===== src/rtl/alu_issue_ctrl.sv =====
// alu_issue_ctrl: issue sequencer between the multi-cycle CPU control FSM and
// the shared ALU. One request at a time is accepted on a valid/ready port,
// driven into the ALU (single-cycle ops directly, mult/div with a start pulse
// and a bounded wait for the ALU done strobe), and returned on a valid/ready
// response port with result, flag and error.
// Optional build macro: ALU_ISSUE_PERF_EN adds perf_ops / perf_busy counters.
module alu_issue_ctrl #(
  parameter int WIDTH   = 32,
  parameter int TIMEOUT = 64
) (
  input  logic             clk,
  input  logic             rst,
  input  logic             req_valid,
  output logic             req_ready,
  input  logic [4:0]       req_op,
  input  logic [WIDTH-1:0] req_a,
  input  logic [WIDTH-1:0] req_b,
  output logic [WIDTH-1:0] alu_in1,
  output logic [WIDTH-1:0] alu_in2,
  output logic [4:0]       alu_opcode,
  output logic             alu_start,
  input  logic [WIDTH-1:0] alu_result,
  input  logic             alu_flag,
  input  logic             alu_valid,
  output logic             rsp_valid,
  input  logic             rsp_ready,
  output logic [WIDTH-1:0] rsp_result,
  output logic             rsp_flag,
  output logic             rsp_err
`ifdef ALU_ISSUE_PERF_EN
  ,
  output logic [31:0]      perf_ops,
  output logic [31:0]      perf_busy
`endif
);

  // Timeout counter spans 0..TIMEOUT so the terminal value always fits.
  localparam int              CW       = $clog2(TIMEOUT + 1);
  localparam logic [CW-1:0]   CNT_LAST = CW'(TIMEOUT - 1);
  localparam logic [CW-1:0]   CNT_ZERO = {CW{1'b0}};
  localparam logic [CW-1:0]   CNT_ONE  = CW'(1);

  localparam logic [4:0]      OP_MULT  = 5'b00010;
  localparam logic [4:0]      OP_DIV   = 5'b00011;
  localparam logic [4:0]      OP_LAST  = 5'b01110;
  // Opcode presented to the ALU while nothing is being issued.
  localparam logic [4:0]      OP_NONE  = 5'b11111;

  localparam logic [WIDTH-1:0] ZERO_W  = {WIDTH{1'b0}};

  typedef enum logic [2:0] {
    ST_IDLE  = 3'd0,
    ST_EXEC  = 3'd1,
    ST_ISSUE = 3'd2,
    ST_WAIT  = 3'd3,
    ST_RESP  = 3'd4
  } state_t;

  state_t           state_r;
  state_t           state_s;

  logic [WIDTH-1:0] in1_r;
  logic [WIDTH-1:0] in1_s;
  logic [WIDTH-1:0] in2_r;
  logic [WIDTH-1:0] in2_s;
  logic [4:0]       opcode_r;
  logic [4:0]       opcode_s;
  logic             start_r;
  logic             start_s;
  logic             req_ready_r;
  logic             req_ready_s;
  logic             rsp_valid_r;
  logic             rsp_valid_s;
  logic [WIDTH-1:0] result_r;
  logic [WIDTH-1:0] result_s;
  logic             flag_r;
  logic             flag_s;
  logic             err_r;
  logic             err_s;
  logic [CW-1:0]    cnt_r;
  logic [CW-1:0]    cnt_s;

  // Next-state and next-output decode; every output is registered from these.
  always_comb begin
    state_s     = state_r;
    in1_s       = in1_r;
    in2_s       = in2_r;
    opcode_s    = opcode_r;
    result_s    = result_r;
    flag_s      = flag_r;
    err_s       = err_r;
    cnt_s       = cnt_r;
    req_ready_s = 1'b0;
    rsp_valid_s = 1'b0;
    start_s     = 1'b0;

    case (state_r)
      ST_IDLE: begin
        if (req_valid && req_ready_r) begin
          in1_s = req_a;
          in2_s = req_b;
          if (req_op > OP_LAST) begin
            // Illegal opcode never reaches the ALU; answer with an error.
            state_s  = ST_RESP;
            opcode_s = OP_NONE;
            result_s = ZERO_W;
            flag_s   = 1'b0;
            err_s    = 1'b1;
          end else if ((req_op == OP_MULT) || (req_op == OP_DIV)) begin
            state_s  = ST_ISSUE;
            opcode_s = req_op;
          end else begin
            state_s  = ST_EXEC;
            opcode_s = req_op;
          end
        end else begin
          state_s = ST_IDLE;
        end
      end

      ST_EXEC: begin
        // Single-cycle op: ALU output is valid during this cycle.
        result_s = alu_result;
        flag_s   = alu_flag;
        err_s    = 1'b0;
        state_s  = ST_RESP;
      end

      ST_ISSUE: begin
        cnt_s   = CNT_ZERO;
        state_s = ST_WAIT;
      end

      ST_WAIT: begin
        if (alu_valid) begin
          // A done strobe on the last allowed cycle still counts as success.
          result_s = alu_result;
          flag_s   = alu_flag;
          err_s    = 1'b0;
          state_s  = ST_RESP;
        end else if (cnt_r == CNT_LAST) begin
          result_s = ZERO_W;
          flag_s   = 1'b0;
          err_s    = 1'b1;
          state_s  = ST_RESP;
        end else begin
          cnt_s = cnt_r + CNT_ONE;
        end
      end

      ST_RESP: begin
        if (rsp_ready) begin
          state_s  = ST_IDLE;
          opcode_s = OP_NONE;
        end else begin
          state_s = ST_RESP;
        end
      end

      default: begin
        state_s  = ST_IDLE;
        opcode_s = OP_NONE;
      end
    endcase

    // Handshake and strobe outputs follow the state being entered, so they
    // are registered yet line up with the state they belong to.
    req_ready_s = (state_s == ST_IDLE);
    rsp_valid_s = (state_s == ST_RESP);
    start_s     = (state_s == ST_ISSUE);
  end

  // State register.
  always_ff @(posedge clk or negedge rst) begin
    if (!rst) begin
      state_r <= ST_IDLE;
    end else begin
      state_r <= state_s;
    end
  end

  // Operand, opcode, handshake and response registers.
  always_ff @(posedge clk or negedge rst) begin
    if (!rst) begin
      in1_r       <= ZERO_W;
      in2_r       <= ZERO_W;
      opcode_r    <= OP_NONE;
      start_r     <= 1'b0;
      req_ready_r <= 1'b0;
      rsp_valid_r <= 1'b0;
      result_r    <= ZERO_W;
      flag_r      <= 1'b0;
      err_r       <= 1'b0;
      cnt_r       <= CNT_ZERO;
    end else begin
      in1_r       <= in1_s;
      in2_r       <= in2_s;
      opcode_r    <= opcode_s;
      start_r     <= start_s;
      req_ready_r <= req_ready_s;
      rsp_valid_r <= rsp_valid_s;
      result_r    <= result_s;
      flag_r      <= flag_s;
      err_r       <= err_s;
      cnt_r       <= cnt_s;
    end
  end

  assign req_ready  = req_ready_r;
  assign alu_in1    = in1_r;
  assign alu_in2    = in2_r;
  assign alu_opcode = opcode_r;
  assign alu_start  = start_r;
  assign rsp_valid  = rsp_valid_r;
  assign rsp_result = result_r;
  assign rsp_flag   = flag_r;
  assign rsp_err    = err_r;

`ifdef ALU_ISSUE_PERF_EN
  logic [31:0] perf_ops_r;
  logic [31:0] perf_busy_r;

  // Free-running wrap-around counters: completed responses and busy cycles.
  always_ff @(posedge clk or negedge rst) begin
    if (!rst) begin
      perf_ops_r  <= 32'd0;
      perf_busy_r <= 32'd0;
    end else begin
      if (rsp_valid_r && rsp_ready) begin
        perf_ops_r <= perf_ops_r + 32'd1;
      end else begin
        perf_ops_r <= perf_ops_r;
      end
      if (state_r != ST_IDLE) begin
        perf_busy_r <= perf_busy_r + 32'd1;
      end else begin
        perf_busy_r <= perf_busy_r;
      end
    end
  end

  assign perf_ops  = perf_ops_r;
  assign perf_busy = perf_busy_r;
`endif

endmodule


===== config.mk =====
export PLATFORM = sky130hd
export DESIGN_NAME = alu_issue_ctrl
export DESIGN_NICKNAME = d
export VERILOG_FILES = /design/src/rtl/alu_issue_ctrl.sv
export SDC_FILE = /design/constraint.sdc
export NUM_CORES = 1
export LEC_CHECK = 0
export BUFFER_PORTS_ARGS = -buffer_cell sky130_fd_sc_hd__buf_2
export CAP_MARGIN = 20
export CORE_MARGIN = 5
export CORE_UTILIZATION = 47
export CTS_CLUSTER_DIAMETER = 100
export DETAILED_ROUTE_END_ITERATION = 10
export GPL_TIMING_DRIVEN = 0
export PLACE_DENSITY = 0.8
export SLEW_MARGIN = 20
export SYNTH_ARGS = -nofsm -noshare
export SYNTH_HDL_FRONTEND = slang
export SYNTH_SLANG_ARGS = --single-unit

===== constraint.sdc =====
create_clock -name clk -period 2.12 [get_ports clk]
set_input_delay 0.424 -clock clk [delete_from_list [all_inputs] [get_ports clk]]
set_output_delay 0.424 -clock clk [all_outputs]
set_load 0.03 [all_outputs]

* After elaboration in Yosys (flattened, before gate mapping)
Index checks and enable logic that the tools add are counted.
** Word-level totals
- Flip-flop bits (word level) :: 116
- Bits of input ports :: 107
- Output and inout port bits :: 106
- Word-level logic and storage cells :: 69
** Cells by class
- $add $sub $neg :: 1
- Order comparisons :: 1
- Equality and inequality tests :: 15
- Muxes and demuxes :: 29
- Bitwise gates (word level) :: 1
- Reductions and logical operators :: 11
** Operators with widths (count)
- $mux W32 :: 4
- $pmux W32 S3 :: 1
- $mux W3 :: 5
- $mux W5 :: 3
- $pmux W3 S5 :: 1
- $pmux W5 S3 :: 1
- $mux W7 :: 2
- $pmux W7 S2 :: 1
- $eq A5 B2 Y1 const B :: 2
- $ne A2 B2 Y1 const B :: 5
- $eq A3 B2 Y1 const B :: 3
- $mux W1 :: 8
- $add A7 B1 Y7 const B :: 1
- $eq A7 B6 Y1 const B :: 1
- $eq A3 B3 Y1 const B :: 2
- $logic_not A3 Y1 :: 2
- $pmux W1 S3 :: 2
- $reduce_and A3 Y1 :: 2
- $gt A5 B4 Y1 const B :: 1
- $reduce_and A4 Y1 :: 1
- $eq A3 B1 Y1 const B :: 1
- $ne A3 B3 Y1 const B :: 1
- $reduce_bool A3 Y1 :: 1
- $reduce_or A3 Y1 :: 1
- 6 further kinds :: 6

* Depth between registers and ports, before layout
Gate-level depths: netlist (run 1).
- Depth after elaboration :: 7
- Gate-level depth with buffers :: 7
- Depth with buffers taken out :: 5

* Least setup slack after synthesis (run 1)
Ideal clock, no wire load.
- Kind :: register to register
- Start point :: register cnt_r[0]
- End point :: register flag_r, in the netlist rsp_flag
- Setup time :: 0.121 ns
- Arrival time :: 1.441 ns
- Required time :: 1.999 ns
- Path slack :: 0.558 ns
- Cell stages (with the launch flop) :: 7
- Path buffers :: 1
- Period minus slack after synthesis :: 1.562 ns
- Cell sequence :: dfrtp_1 ha_1 nand3b_1 o21ai_4 o21ai_4 buf_6 a22o_1
** On the way
- Longest elaborated chain between the ends :: 3
** RTL lines
- start, declared :: RTL line 80 : logic [CW-1:0] cnt_r;
- start signal, assigned :: RTL line 205 : cnt_r <= cnt_s;
- $eq A7 B6 Y1 :: RTL line 141 : end else if (cnt_r == CNT_LAST) begin
- $ne A3 B3 Y1 (no line)
- $reduce_and A4 Y1 (no line)
- end signal, assigned :: RTL line 203 : flag_r <= flag_s;
- end, declared :: RTL line 76 : logic flag_r;
No other way between the ends.
A chain may end at the register's enable or synchronous reset.

* Worst setup path in the final report (run 1)
- Start point :: register cnt_r[0]
- End point :: register result_r[30], in the netlist rsp_result[30]
** On the way
- Longest elaborated chain between the ends :: 3
** RTL lines
- $eq A7 B6 Y1 :: RTL line 141
- $ne A3 B3 Y1 (no line)
- $reduce_and A4 Y1 (no line)
- end signal, assigned :: RTL line 202 : result_r <= result_s;
- end, declared :: RTL line 74 : logic [WIDTH-1:0] result_r;
No other way between the ends.

==> results of run 1 <==
## cells by family (layout without fill, tap and decap cells)
logic type                 count (synthesis)  count (layout)  share of synthesized area [%]
buffers and inverters                     28             274                          4.053
xor gates and xnor gates                   1               1                         0.1905
adders and majority gates                  1               1                         0.2720
and+or+nand+nor                          224             224                          20.73
DFF                                      116             116                          63.25
muxes                                      2               2                         0.4625
AOI/OAI and AO/OA                         60              60                          11.04
## flip-flops by register name, indices dropped and copies added, names as in the netlist
| name | count |
|---|---|
| cnt_r | 7 |
| rsp_err | 1 |
| state_r | 3 |
| alu_start | 1 |
| alu_in2 | 32 |
| alu_in1 | 32 |
| rsp_valid | 1 |
| rsp_flag | 1 |
| req_ready | 1 |
| rsp_result | 32 |
| alu_opcode | 5 |
## worst register-to-register path: stages (launching register included)
cell	delay, ns
dfrtp_1	0.40
ha_1	0.23
nand3b_1	0.19
o21ai_4	0.33
o21ai_4	0.16
buf_6	0.17
a22o_1	0.19
## repair_timing
action / 4_1_cts / 5_1_grt
endpoints found under the hold margin: 43 / 0
hold buffers: 1 / 0
endpoints found under the setup margin: 0 / 0
gates resized for setup: 0 / 0
## routing by layer
| metal | wire (um) | vias to the layer above | track usage (%) |
|---|---|---|---|
| met4 | 132 | 2 | 6.673 |
| met3 | 1354 | 12 | 9.059 |
| met2 | 6091 | 164 | 35.96 |
| met5 | 11 | - | 0 |
| met1 | 5078 | 1868 | 26.05 |
| li1 | - | 1905 | - |
## power breakdown
part	switching [W]	total (W)	leakage, nW	internal, W
Combinational	0.00353	0.00510	1.85	0.00156
Clock	0.000947	0.00294	0.305	0.00199
Sequential	0.000519	0.00374	1.47	0.00322
## layout make-up
class / instances / share of cell area, %
Clock inverter: 10 / 2.353
Tap cell: 133 / 2.566
Timing Repair Buffer: 214 / 17.03
Buffer: 24 / 2.643
Clock buffer: 22 / 7.137
Sequential cell: 116 / 44.85
Inverter: 4 / 0.2315
Multi-Input combinational cell: 288 / 23.19
## path summary, 6_finish.rpt
check	start	to	slack [ns]
max reg2reg	cnt_r[0]	rsp_result[30]	0.32
max in group asynchronous	rst	alu_in1[9]	1.03
max	cnt_r[0]	rsp_result[30]	0.32
min in group asynchronous	rst	req_ready	0.43
min reg2reg	alu_in2[7]	alu_in2[7]	0.47
min	req_b[15]	alu_in2[15]	0.1
## through the flow
step	power [W]	TNS (ns)	setup slack (ns)	instance area [um2]	cells
finish	0.01177	0	0.3222	6486	811
global route	0.01247	0	0.1806	6486	811
CTS	0.01187	0	0.3249	6486	811
detailed placement	0.008866	0	0.3360	5861	778
global placement	0.008709	-71.64	-0.6528	5827	777
floorplan	0.007199	0	0.5583	4599	432
## Yosys cell counts, types with 3 or more instances
| library cell | number | area share, % |
|---|---|---|
| dfstp_2 | 5 | 2.9 |
| o32a_1 | 3 | 0.65 |
| dfrtp_1 | 111 | 60 |
| buf_6 | 7 | 1.7 |
| buf_2 | 10 | 1.1 |
| o21ai_0 | 7 | 0.76 |
| a21oi_1 | 3 | 0.33 |
| nand2_1 | 198 | 16 |
| nor3_1 | 4 | 0.44 |
| o31ai_1 | 3 | 0.49 |
| nand3_1 | 3 | 0.33 |
| a22o_2 | 3 | 0.65 |
| clkbuf_1 | 6 | 0.49 |
| a22o_1 | 30 | 5.7 |
| inv_1 | 4 | 0.33 |
==> reports/qor.yml, run 1 <==
status: "completed"
cp-start-kind: "register"
slew_violations: 0
hpwl_um: 9455
io_buffers: 212
grt_overflow_total: 0
cp.depth: 6
dr.first_iter.drc_count: 216
finalCritPeriodShare_pct: 84.80
clk_pin_slew_ns: 0.06
vias: 3951
crit_slowest_cell: "dfrtp_1"
ff2ff_path_depth: 6
rsz0062_at_grt: "false"
place.gp.congestion: 0.8208
cp.required_ns: 2.50
insertion_delay_ns: 0.51
period_needed_ns: 1.798
drt_pass1_iterations: 4
fin_util_pct: 67.29
final_cell_mix: "buf_2 (221), nand2_1 (198), dfrtp_1 (111), a22o_1 (30), clkbuf_16 (16)"
dieWidth_um: 108.9
ios: 213
worstPathMaxFanout: 10
final_common_cell: "buf_2"
post_cts_buffers: 0
ys_types: 44
crit_family: "compound AO/OA/AOI/OAI gates"
worstMarginPinSlew_ns: 0.4613
power_density_mw_per_mm2: 1815
cts_root_buf: "clkbuf_8"
relSlewSlack_pct: 69.25
max-clock-path-buffers: 2
yosys_warnings: 0
multi_input_area_mm2: 0.001504
ys_ff_latch: 116
antenna_cells: 0
cts_buffers: 17
routedWlPerCell_um: 15.62
path_class: "reg -> reg"
cts_tree: "built"
syn-cell-area_mm2: 0.004599
rows: 36
grt_start_max_net_pins: 69
synth-async-reset-ratio_pct: 100.0
syn2layout_area_growth_pct: 41.02
n_fill_cell: 755
antenna_found_initial: 1
die_h_um: 108.9
drt.antenna.violating_nets: 0
grtUsageTotal_pct: 21.80
whs_ns: 0.09763
drive_above_1_share_pct: 41.89
holdPathStages: 3
setup-violations-final: 0
grt_pass1_wl_um: 19950
hold_viol_final: 0
synthesis.nets: 540
seq_area_frac_synth_pct: 63.25
viasPerCell: 4.872
clock-sinks: 116
syn_avg_cell_area_um2: 10.65
synth_ff_type: "dfrtp_1"
cp_cell_sequence: "ha_1, nand3b_1, o21ai_4, o21ai_4, buf_6, a22o_1"
worstPathArrival_ns: 2.18
drv_cap: 0
clock_skew_ns: 0.007905
start_util_pct: 47.72
cts-htree-levels: 4
leakagePower_nw: 3.622
slowest_delay_ns: 0.40
vdd_ir_drop_max_mv: 0.9012
register_area_mm2: 0.002909
synthCells: 432
coreArea_mm2: 0.009639
hold_path.class: "in -> reg"
max_freq_ghz: 0.5562
path_buf_inv: 1
die_area_mm2: 0.01186
grt_pass1_vias: 4096
synth-edff-count: 0
timing.critical_path.mode_cell: "o21ai_4"
endpoint_kind: "register"
drc_errors: 0
layout.nets: 773
wirelength_um: 12670
No activity file was read; power rests on OpenSTA's default activity.
==> run 2: changes to the inputs <==
==> constraint.sdc (replaced) <==
create_clock -name clk -period 1.7 [get_ports clk]
set_input_delay 0.34 -clock clk [delete_from_list [all_inputs] [get_ports clk]]
set_output_delay 0.34 -clock clk [all_outputs]
set_load 0.03 [all_outputs]
==> run 2 against run 1 <==
Against the previous run: global-route usage is 0.064 points higher; wire length is 1.9% higher; critical endpoint is now cnt_r[3]; clock skew is 0.0018 ns lower; worst hold slack worse by 0.083 ns; sequential cell count stayed put; combinational power is 25% higher; sequential power is 25% higher; critical path depth is 1 higher; register-to-register slack worse by 0.31 ns; via count is 0.68% higher; total power is 25% higher.
==> reports/qor.yml, run 2 (synthesis gave the netlist of run 1 again) <==
vdd_ir_drop_max_mv: 1.125  # +25%
wirelength_um: 12920  # +1.9%
routedWlPerCell_um: 15.79  # +1.1%
hpwl_um: 9455  # unchanged
io_buffers: 212  # unchanged
die_h_um: 108.9  # unchanged
max-clock-path-buffers: 2  # unchanged
grtUsageTotal_pct: 21.86  # +0.064 points
drt_pass1_iterations: 4  # unchanged
slew_violations: 0  # unchanged
final_common_cell: "buf_2"
final_cells: 818  # +0.86%
critPathCapture: "cnt_r[3]"
start_util_pct: 47.72  # unchanged
cp-start-kind: "register"
cts_buffers: 17  # unchanged
viasPerCell: 4.863  # -0.18%
final_cell_mix: "buf_2 (219), nand2_1 (198), dfrtp_1 (110), a22o_1 (30), clkbuf_16 (16)"
dpl_cell_area_mm2: 0.005861  # unchanged
path_class: "reg -> reg"
busiest_layer: "met2"
finalCritPeriodShare_pct: 99.14  # +14 points
cp.required_ns: 2.08  # -0.42 ns
syn2layout_area_growth_pct: 42.79
coreArea_mm2: 0.009639  # unchanged
clock_skew_ns: 0.006109  # -0.001796 ns
relSlewSlack_pct: 69.55  # +0.30 points
status: "completed"
grt_pass1_vias: 4114  # +0.44%
met1_usage_pct: 26.13  # +0.078 points
worstPathArrival_ns: 2.06  # -0.12 ns
cts_root_buf: "clkbuf_8"
die_area_mm2: 0.01186  # unchanged
hold_path.class: "in -> reg"
antenna_found_initial: 1  # unchanged
rows: 36  # unchanged
drv_cap: 0  # unchanged
reg2reg_slack_ns: 0.01  # -0.31 ns
layout.nets: 780  # +0.91%
dr.first_iter.drc_count: 230  # +6.5%
grt_pass1_wl_um: 20000  # +0.25%
leakagePower_nw: 3.647  # +0.72%
drc_errors: 0  # unchanged
ff2ff_path_depth: 7  # +1
drt.antenna.violating_nets: 0  # unchanged
power_density_mw_per_mm2: 2245  # +24%
grt_start_max_net_pins: 69  # unchanged
worstPathMaxFanout: 9  # -1
stdcell_area_mm2: 0.006568  # +1.3%
antenna_cells: 0  # unchanged
period_needed_ns: 1.685  # -0.1124 ns
n_fill_cell: 739  # -2.1%
grt.met3_usage_pct: 9.059  # unchanged
drive_above_1_share_pct: 42.48  # +0.59 points
multi_input_area_mm2: 0.001519  # +1.0%
r2r_start: "state_r[2]"
fin_tns_setup_ns: 0  # unchanged
ios: 213  # unchanged
vias: 3978  # +0.68%
cts-htree-levels: 4  # unchanged
setup-violations-final: 0  # unchanged
place.gp.congestion: 0.8208  # unchanged
endpoint_kind: "register"
place_inst: 778  # unchanged
insertion_delay_ns: 0.51  # about the same
clock-sinks: 116  # unchanged
register_area_mm2: 0.002910  # about the same
grt_overflow_total: 0  # unchanged
max_freq_ghz: 0.5933  # +6.7%
reg2reg_to: "cnt_r[3]"
grt_util_met2_pct: 36.10  # +0.13 points
cts_tree: "built"
hold_viol_final: 0  # unchanged
dieWidth_um: 108.9  # unchanged
worstMarginPinSlew_ns: 0.4568  # -0.004574 ns
clk_pin_slew_ns: 0.06  # about the same
critPathLaunch: "state_r[2]"
## run 2: layout make-up
class                           instances  area share (%)
Clock inverter                         10           2.324
Tap cell                              133           2.534
Buffer                                 24           2.686
Timing Repair Buffer                  221           17.74
Multi-Input combinational cell        288           23.13
Inverter                                4          0.2286
Sequential cell                       116           44.31
Clock buffer                           22           7.049
## run 2: repair_timing
action | in CTS | in global routing
resized for setup | 0 | 7
pin swaps | 1 | 2
hold buffers | 3 | 1
endpoints found under the setup margin | 30 | 89
hold endpoints to repair | 45 | 1
buffers inserted | 2 | 2
## run 2: critical path, stage by stage, from the launching register on
cell      delay [ns]
dfrtp_1         0.37
buf_6           0.14
and4bb_4        0.35
o21ai_4         0.08
buf_4           0.14
buf_4           0.15
o211ai_1        0.20
o31ai_1         0.11
## run 2: stage by stage
| step | hold WS (ns) | total power, W | worst slack [ns] | util, % |
|---|---|---|---|---|
| after floorplan | 0.04441 | 0.008978 | 0.1383 | - |
| after global placement | 0.4539 | 0.01086 | -0.9888 | 60.45 |
| after detailed placement | 0.3097 | 0.01106 | -0.08401 | 60.80 |
| after CTS | 0.00004496 | 0.01481 | 0.03029 | 67.65 |
| after global routing | 0.01332 | 0.01561 | -0.07154 | 68.13 |
| final | 0.01484 | 0.01475 | 0.01457 | 68.13 |
## run 2: layer usage
layer  share of wire (%)  wire (um)
met5               0.085         11
met4                 1.3        170
met3                  10       1307
met2                  48       6221
met1                  40       5204
## run 2: worst min-delay path by stage
stage	slack, ns	from	end	depth (start not counted)
floorplan	0.04	rst	alu_in1[0]	0
global placement	0.45	alu_in2[14]	alu_in2[14]	2
detailed placement	0.31	rst	rsp_result[23]	1
CTS	0.00004	req_a[11]	alu_in1[11]	3
global route	0.01	req_b[7]	alu_in2[7]	3
finish	0.01	req_b[16]	alu_in2[16]	3
## run 2: where the power goes
group / total [W] / leakage, nW / internal [W] / switching, W
sequential: 0.00468 / 1.47 / 0.00402 / 0.000658
combinational: 0.00640 / 1.87 / 0.00198 / 0.00442
clock: 0.00367 / 0.305 / 0.00248 / 0.00119
==> run 3: changes to the inputs <==
--- a/config.mk
+++ b/config.mk
@@ -7,12 +7,13 @@
 export LEC_CHECK = 0
 export BUFFER_PORTS_ARGS = -buffer_cell sky130_fd_sc_hd__buf_2
 export CAP_MARGIN = 20
-export CORE_MARGIN = 5
+export CORE_MARGIN = 1.5
 export CORE_UTILIZATION = 47
 export CTS_CLUSTER_DIAMETER = 100
 export DETAILED_ROUTE_END_ITERATION = 10
 export GPL_TIMING_DRIVEN = 0
 export PLACE_DENSITY = 0.8
+export REMOVE_ABC_BUFFERS = 1
 export SLEW_MARGIN = 20
 export SYNTH_ARGS = -nofsm -noshare
 export SYNTH_HDL_FRONTEND = slang
==> run 3 against run 2 <==
Against the previous run: non-clock buffer count is 14 lower; global-route usage increased by 1.3 points; cell area decreased by 0.63%; critical path depth down 1; setup slack gained 0.016 ns; via count is 0.13% lower; register-to-register slack gained 0.02 ns; first-iteration DRC count fell by 50%.
==> reports/qor.yml, run 3 (synthesis gave the netlist of run 1 again) <==
drc_errors: 0  # unchanged
p_sw_w: 0.006253  # -0.18%
cts_buffers: 17  # unchanged
final_cells: 804  # -1.7%
stdcell_area_mm2: 0.006526  # -0.63%
clock_skew_ns: 0.006179  # +0.00007072 ns
hold_path.class: "in -> reg"
drive_above_1_share_pct: 43.56  # +1.1 points
grt_pass1_wl_um: 18290  # -8.5%
start_util_pct: 49.08  # +1.4 points
syn2layout_area_growth_pct: 41.89
wirelength_um: 12390  # -4.1%
clock-sinks: 116  # unchanged
status: "completed"
routedWlPerCell_um: 15.41  # -2.4%
drt_pass1_iterations: 4  # unchanged
die_h_um: 101.9  # -6.4%
io_buffers: 212  # unchanged
p_sw_share_pct: 43.94  # +1.5 points
insertion_delay_ns: 0.49  # -0.02 ns
clk_pin_slew_ns: 0.06  # about the same
grt_overflow_total: 0  # unchanged
leakagePower_nw: 3.592  # -1.5%
slew_violations: 0  # unchanged
wl_met1_um: 5107  # -1.9%
dr.max_layer_used: "met4"
cts_tree: "built"
die_area_mm2: 0.01039  # -12%
worstPathArrival_ns: 2.05  # about the same
rows: 35  # -2.8%
n_fill_cell: 692  # -6.4%
final_common_cell: "buf_2"
hpwl_um: 7829  # -17%
layout.nets: 771  # -1.2%
dpl_cell_area_mm2: 0.005762  # -1.7%
worstMarginPinSlew_ns: 0.5018  # +0.04509 ns
drv_cap: 0  # unchanged
wl_met3_um: 1020  # -22%
max-clock-path-buffers: 2  # unchanged
intPower_w: 0.007979  # -5.9%
viasPerCell: 4.942  # +1.6%
vias: 3973  # -0.13%
power_density_mw_per_mm2: 2181  # -2.9%
cp.required_ns: 2.08  # about the same
relSlewSlack_pct: 66.54  # -3.0 points
seq_power_share_pct: 33.1  # +1.4 points
endpoint_kind: "register"
hold_viol_final: 0  # unchanged
grt_pass1_vias: 3829  # -6.9%
cp-start-kind: "register"
clkPwrFrac_pct: 21.8  # -3.1 points
cts_root_buf: "clkbuf_8"
final_cell_mix: "buf_2 (211), nand2_1 (198), dfrtp_1 (108), a22o_1 (30), clkbuf_16 (17)"
place_inst: 754  # -3.1%
drt.antenna.violating_nets: 0  # unchanged
setup_slack_ns: 0.03020  # +0.01563 ns
cts-htree-levels: 4  # unchanged
coreArea_mm2: 0.009371  # -2.8%
antenna_found_initial: 0  # -1
dr.first_iter.drc_count: 116  # -50%
max_freq_ghz: 0.5989  # +0.94%
period_needed_ns: 1.670  # -0.01563 ns
grtUsageTotal_pct: 23.20  # +1.3 points
route.met2.wl_um: 6125  # -1.5%
ios: 213  # unchanged
vdd_ir_drop_max_mv: 1.184  # +5.2%
finalCritPeriodShare_pct: 98.22  # -0.92 points
antenna_cells: 0  # unchanged
setup-violations-final: 0  # unchanged
pwr-share-comb_pct: 45.1  # +1.7 points
worstPathMaxFanout: 8  # -1
grt_start_max_net_pins: 63  # -8.7%
place.gp.congestion: 0.7583  # -7.6%
path_class: "reg -> reg"
dp_slack_ns: -0.3679  # -0.2839 ns
fin_util_pct: 69.64  # +1.5 points
dieWidth_um: 101.9  # -6.4%
[run 3: cell types whose count changed in the layout (fill, tap and decap cells not counted), moves of 3 or more]
cell | previous run | this run
buf_4 | 5 | 10
buf_6 | 8 | 2
bufinv_16 | 4 | 1
clkbuf_1 | 8 | 2
dlygate4sd3_1 | 4 | 1
buf_2 | 219 | 211
[run 3: final cells by class]
class	instances	area, um2	share of cell area [%]
Sequential cell	116	2913	44.63
Tap cell	129	161.4	2.473
Multi-Input combinational cell	293	1608	24.64
Clock buffer	20	435.4	6.672
Inverter	4	15.01	0.2301
Clock inverter	11	87.58	1.342
Timing Repair Buffer	231	1306	20.02
[run 3: worst max-delay path: stages, from the launching register on]
cell and delay, ns:
dfrtp_2 0.49, and4bb_4 0.35, o21ai_4 0.07, buf_4 0.15, buf_4 0.13, and2_2 0.19, and3_4 0.17
[run 3: metrics by stage]
step	TNS (ns)	hold slack [ns]	power [W]
after detailed placement	-6.325	0.3201	0.01079
after floorplan	-87.67	0.04441	0.008722
after CTS	0	0.009175	0.01419
final	0	0.03685	0.01423
after global placement	-275.76	0.4531	0.01050
after global routing	-0.05443	0.01670	0.01504
[run 3: per-layer routing]
| metal | vias to the layer above | track usage [%] |
|---|---|---|
| met4 | 0 | 9.062 |
| met5 | - | 0 |
| met1 | 1873 | 27.79 |
| li1 | 1898 | - |
| met3 | 10 | 6.908 |
| met2 | 192 | 39.59 |
[run 3: final timing paths]
check | slack, ns | end | depth (start not counted) | from
worst max-delay path | 0.03 | req_ready | 6 | state_r[2]
worst min-delay path | 0.04 | alu_in1[20] | 3 | req_a[20]
worst max register to register | 0.03 | req_ready | 6 | state_r[2]
worst min register to register | 0.47 | alu_in2[12] | 2 | alu_in2[12]
max in group asynchronous | 0.63 | alu_opcode[2] | 3 | rst
min in group asynchronous | 0.38 | rsp_result[20] | 2 | rst
[run 3: repair_timing]
item                       CTS  global route
hold endpoints to repair    54             0
hold buffers                 1             0
buffers inserted             4             9
pin swaps                    3             3
setup endpoints to repair  105            75
gates cloned                 3             2
gates resized for setup      9             5
[run 3: power by group through the flow]
stage | clock [W] | sequential (W) | combinational (W)
finish | 0.00310 | 0.00472 | 0.00641
global route | 0.00330 | 0.00486 | 0.00689
CTS | 0.00317 | 0.00471 | 0.00630
detailed placement | 0 | 0.00470 | 0.00609
global placement | 0 | 0.00465 | 0.00585
floorplan | 0 | 0.00698 | 0.00174
